===== src/rtl/delay_line.sv =====
// Programmable delay line: ring of {valid,data} entries read D slots behind
// the write pointer, with a settle phase that flushes the ring on delay change.
module delay_line #(
  parameter int WIDTH     = 8,
  parameter int MAX_DEPTH = 16,
  localparam int DW       = $clog2(MAX_DEPTH + 1)
) (
  input  logic             clk,
  input  logic             rst,
  input  logic [WIDTH-1:0] to_delay,
  input  logic             to_delay_valid,
  input  logic             hold,
  input  logic [DW-1:0]    delay_sel,
  output logic [WIDTH-1:0] delayed,
  output logic             delayed_valid,
  output logic             settling,
  output logic [DW-1:0]    in_flight
);

  localparam int PW = $clog2(MAX_DEPTH);
  localparam logic [DW:0] MD =
    (DW+1)'(MAX_DEPTH);
  localparam logic [PW-1:0] LAST =
    PW'(MAX_DEPTH - 1);

  typedef enum logic {
    RUN,
    SETTLE
  } state_t;

  state_t state, state_nxt;

  logic [WIDTH-1:0]     ring_d [MAX_DEPTH];
  logic [MAX_DEPTH-1:0] ring_v;
  logic [PW-1:0]        wp;
  logic [PW-1:0]        rd_idx;
  logic [DW:0]          rd_sum;
  logic [DW-1:0]        cur_d;
  logic [DW-1:0]        sel_d;
  logic [DW-1:0]        cnt;
  logic                 active;
  logic                 chg;
  logic                 emit;
  logic                 last_settle;

  // Clamp the requested delay into 1..MAX_DEPTH.
  always_comb begin
    sel_d = delay_sel;
    if (delay_sel == '0)
      sel_d = DW'(1);
    else if ({1'b0, delay_sel} > MD)
      sel_d = MD[DW-1:0];
  end

  // Qualifiers and read slot, cur_d entries behind the write pointer.
  always_comb begin
    active = !rst && !hold;
    chg    = active && (sel_d != cur_d);
    rd_sum = {1'b0, DW'(wp)} + MD
           - {1'b0, cur_d};
    if (rd_sum >= MD)
      rd_sum = rd_sum - MD;
    rd_idx = PW'(rd_sum);
    last_settle = (state == SETTLE)
               && (cnt == DW'(1));
    emit = ring_v[rd_idx]
        && ((state == RUN) || last_settle);
  end

  // FSM state register.
  always_ff @(posedge clk) begin
    if (rst)
      state <= RUN;
    else
      state <= state_nxt;
  end

  // FSM next state: enter SETTLE on change, leave when the count expires.
  always_comb begin
    state_nxt = state;
    if (chg)
      state_nxt = SETTLE;
    else if (active && last_settle)
      state_nxt = RUN;
  end

  // FSM outputs.
  always_comb begin
    settling = (state == SETTLE);
  end

  // Ring data storage; contents of invalid slots are never observed.
  always_ff @(posedge clk) begin
    if (active)
      ring_d[wp] <= to_delay;
  end

  // Pointer, valid bits, stored delay, settle counter and outputs.
  always_ff @(posedge clk) begin
    if (rst) begin
      wp            <= '0;
      ring_v        <= '0;
      cur_d         <= sel_d;
      cnt           <= '0;
      delayed       <= '0;
      delayed_valid <= 1'b0;
      in_flight     <= '0;
    end else if (active) begin
      wp      <= (wp == LAST) ? '0 : wp + PW'(1);
      delayed <= ring_d[rd_idx];
      if (chg) begin
        ring_v        <= '0;
        cur_d         <= sel_d;
        cnt           <= sel_d;
        delayed_valid <= 1'b0;
        in_flight     <= DW'(to_delay_valid);
      end else begin
        if (state == SETTLE)
          cnt <= cnt - DW'(1);
        delayed_valid <= emit;
        in_flight     <= in_flight
                       + DW'(to_delay_valid)
                       - DW'(emit);
      end
      ring_v[wp] <= to_delay_valid;
    end
  end

endmodule


===== config.mk =====
export PLATFORM = sky130hd
export DESIGN_NAME = delay_line
export DESIGN_NICKNAME = d
export VERILOG_FILES = /design/src/rtl/delay_line.sv
export SDC_FILE = /design/constraint.sdc
export NUM_CORES = 1
export LEC_CHECK = 0
export ABC_AREA = 1
export CORE_MARGIN = 3
export CORE_UTILIZATION = 45
export DETAILED_ROUTE_END_ITERATION = 12
export DONT_BUFFER_PORTS = 1
export PLACE_DENSITY = 0.66
export SLEW_MARGIN = 20
export SYNTH_ARGS = -nofsm -noshare
export SYNTH_HDL_FRONTEND = slang
export SYNTH_SLANG_ARGS = --single-unit

===== constraint.sdc =====
create_clock -name clk -period 3.2 [get_ports clk]
set_input_delay 0.32 -clock clk [delete_from_list [all_inputs] [get_ports clk]]
set_output_delay 0.32 -clock clk [all_outputs]
set_load 0.01 [all_outputs]

==> impl_metrics.csv <==
group,metric,value,unit
worst_setup_path,crit_path_end_kind,"flip-flop",
clock_tree,cts_tree,"done",
layout,antenna_cells,0,
global_route,gr-total-overflow,0,
synth,synth_cells,749,
power_and_ir_drop,switching_share,28.4,%
synth,synth_edf_count,133,
power_and_ir_drop,p_int,3.94,mW
placed_design,dp_hpwl,12100,um
die,core,16200,um2
die,dieArea,18500,um2
worst_setup_path,critPathLaunchType,"flip-flop",
synth,syn-num-nets,782,
worst_setup_path,crit_family,"adder cells",
hold_path,min-delay-start,"hold",
worst_setup_path,cp_common_cell,"ha_4",
clock_tree,clk_pin_slew,0.07,ns
synth,syn_area,7610,um2
clock_tree,cts_root_buffer,"clkbuf_16",
die,die_w,136,um
global_route,grt_max_degree,36,
placed_design,gp_congestion,0.869,
routing,drt-initial-drc-count,538,
hold_path,hold_class,"in -> reg",
hold_path,min_to,"in_flight[4]$_SDFFE_PP0P_",
layout,layout_commonest_cell,"edfxtp_1",
worst_setup_path,slowest_delay,0.61,ns
power_and_ir_drop,switchingPower,1.56,mW
synth,yosysWarnings,0,
global_route,grt_antenna_before_repair,0,
worst_setup_path,cp_num_buf_inv,5,
sta,finalClockSkew,0.00602,ns
power_and_ir_drop,seqPwrFrac,45.3,%
layout,mostFrequentLayoutCells,"edfxtp_1 (133), nor2_1 (122), nand2_1 (122), o21ai_0 (72), buf_4 (44)",
power_and_ir_drop,comb_power_share,19.7,%
worst_setup_path,cpMaxStageDelayCell,"fa_2",
power_and_ir_drop,power.density,615,nW/um2
hold_path,hold_depth,2,
global_route,grt_pass1_wl,29900,um
worst_setup_path,cp.arrival,3.66,ns
synth,seq_area_frac_synth,63.0,%
worst_setup_path,timing.rr.end,"in_flight[4]$_SDFFE_PP0P_",
power_and_ir_drop,pwr-share-clk,34.9,%
placed_design,pre_cts_ws,-0.184,ns
worst_setup_path,worst-r2r-setup-slack,-0.09,ns
routing,wirelength,18900,um
synth,synth_seq_cells,173,
die,initial_utilization,46.9,%
clock_tree,cts_buffers,17,
layout,nets,836,
power_and_ir_drop,p_leak,3.34,nW
placed_design,dp_cells,969,
sta,rsz0062_at_grt,"yes",
synth,ys.flop_type,"edfxtp_1",
routing,vias,5703,
worst_setup_path,worstPathCellList,"ha_4 > inv_4 > fa_2 > clkinv_4 > nor2_2 > o21ai_1 > o21ai_1 > nand2_1 > nand3_2 > nand3_2 > inv_2 > ha_4 > inv_4 > ha_4 > inv_2 > fa_2 > o21ai_2 > xor2_1 > or2_1 > a21oi_2",
synth,synth.avg_cell_area,10.2,um2
sta,hold_violations,0,
routing,drc,0,
worst_setup_path,reg2reg_from,"cur_d[0]$_DFFE_PP_",
sta,fin_crit_sh,103,%
clock_tree,clk_latency,0.43,ns
clock_tree,clock_path_buffers,2,
layout,area_growth,17.6,%
sta,layout_min_cycle_time,3.29,ns
die,io_pins,32,
sta,finalSetupViolations,2,
sta,worstMarginPinSlew,0.681,ns
outcome,status,"finished, violations left",
worst_setup_path,path_max_fanout,7,
global_route,grt_pass1_vias,5592,
routing,detail-route-antenna-nets,0,
synth,async_flop_share,0,%
layout,final_cells,1032,
routing,vias_per_cell,5.53,
sta,slew_viol_final,0,
outcome,violations,"setup timing",
sta,fin_ws,-0.0927,ns
clock_tree,htree_levels,4,
worst_setup_path,criticalPathCategory,"reg -> reg",
worst_setup_path,reg2reg_depth,20,
placed_design,portBuffers,0,
die,fp.dieH,136,um
flow_run,maxCapViolations,0,
clock_tree,clkSinkCount,173,
die,rows,46,
power_and_ir_drop,peakVddDrop,0.429,mV
worst_setup_path,crit_required,3.56,ns
synth,ys_types,36,
global_route,grt_use_total,21.1,%
sta,relSlewSlack,54.5,%
layout,drive_gt1_share,13.5,%
sta,max_freq,304,MHz
routing,wl_per_cell,18.3,um
routing,first_pass_iters,5,
==> metal layers <==
metal	vias up	GRT usage, %	routed length, um
met5	-	0	0
met4	0	8.01	408
met3	33	3.81	1280
met2	229	32.9	8900
met1	2753	29.7	8290
li1	2688	-	-
==> through the flow <==
step / util (%) / total power, mW / hold slack, ns / instance area [um2] / setup TNS (ns)
floorplan: - / 3.19 / 0.419 / 7630 / 0
global placement: 49.5 / 3.45 / 0.393 / 8030 / -0.0457
detailed placement: 49.5 / 3.47 / 0.394 / 8030 / -0.184
CTS: 54.5 / 5.45 / 0.0297 / 8850 / -0.110
global route: 55.2 / 5.76 / 0.0641 / 8950 / -0.683
finish: 55.2 / 5.50 / 0.0465 / 8950 / -0.150
==> layout make-up <==
class | instances | area (um2)
Clock buffer | 17 | 425
Clock inverter | 15 | 121
Fill cell | 1437 | 7280
Inverter | 48 | 190
Multi-Input combinational cell | 493 | 2550
Sequential cell | 173 | 4800
Tap cell | 216 | 270
Timing Repair Buffer | 70 | 597
==> power groups by stage <==
stage          Clock (mW)  Combinational, mW  Sequential [mW]
4_1_cts              1.95               1.00             2.49
5_1_grt              2.04               1.22             2.50
2_1_floorplan           0              0.657             2.54
6_report             1.92               1.09             2.49
3_5_place_dp            0              0.931             2.54
3_3_place_gp            0              0.908             2.54
==> worst max-delay path by stage <==
stage,from,endpoint,slack [ns],cells after the start
after floorplan,wp[0]$_SDFFE_PP0P_,in_flight[4]$_SDFFE_PP0P_,0.05,22
after global placement,wp[0]$_SDFFE_PP0P_,in_flight[4]$_SDFFE_PP0P_,-0.05,21
after detailed placement,cur_d[0]$_DFFE_PP_,in_flight[4]$_SDFFE_PP0P_,-0.18,20
after CTS,wp[0]$_SDFFE_PP0P_,in_flight[4]$_SDFFE_PP0P_,-0.11,21
after global routing,cur_d[0]$_DFFE_PP_,in_flight[4]$_SDFFE_PP0P_,-0.28,20
final,cur_d[0]$_DFFE_PP_,in_flight[4]$_SDFFE_PP0P_,-0.09,20
==> state kept, by name, indices dropped and copies added (netlist names) <==
| register | flops |
|---|---|
| cur_d | 5 |
| ring_v | 16 |
| delayed_valid | 1 |
| cnt | 5 |
| wp | 4 |
| settling | 1 |
| delayed | 8 |
| in_flight | 5 |
| ring_d | 128 |
==> synthesized netlist by cell type, types with 5 or more instances <==
master / instances / area share [%]
buf_2: 7 / 0.46
o22ai_1: 32 / 2.6
nand3_1: 42 / 2.8
o21ai_0: 79 / 5.2
ha_1: 14 / 2.3
inv_1: 44 / 2.2
nor3_1: 5 / 0.33
edfxtp_1: 133 / 52
clkbuf_1: 23 / 1.1
nor2_1: 124 / 6.1
a21oi_1: 40 / 2.6
nand2_1: 122 / 6.0
dfxtp_1: 40 / 11
==> cells by family after synthesis <==
group,count (synthesis),share of synthesized area (%)
XOR/XNOR,12,1.77
flip-flops,173,63.0
adder cells (fa/ha/maj),16,2.83
AND/OR/NAND/NOR,310,17.1
buffers and inverters,83,4.50
AO/OA/AOI/OAI,155,10.9
==> timing repair <==
item,in CTS,in global routing
pin swaps,1,14
hold buffers,24,0
endpoints found under the hold margin,144,0
cloned,0,0
resized for setup,4,23
endpoints found under the setup margin,3,7
buffers inserted,2,6
Power figures use the tool's default switching activity.
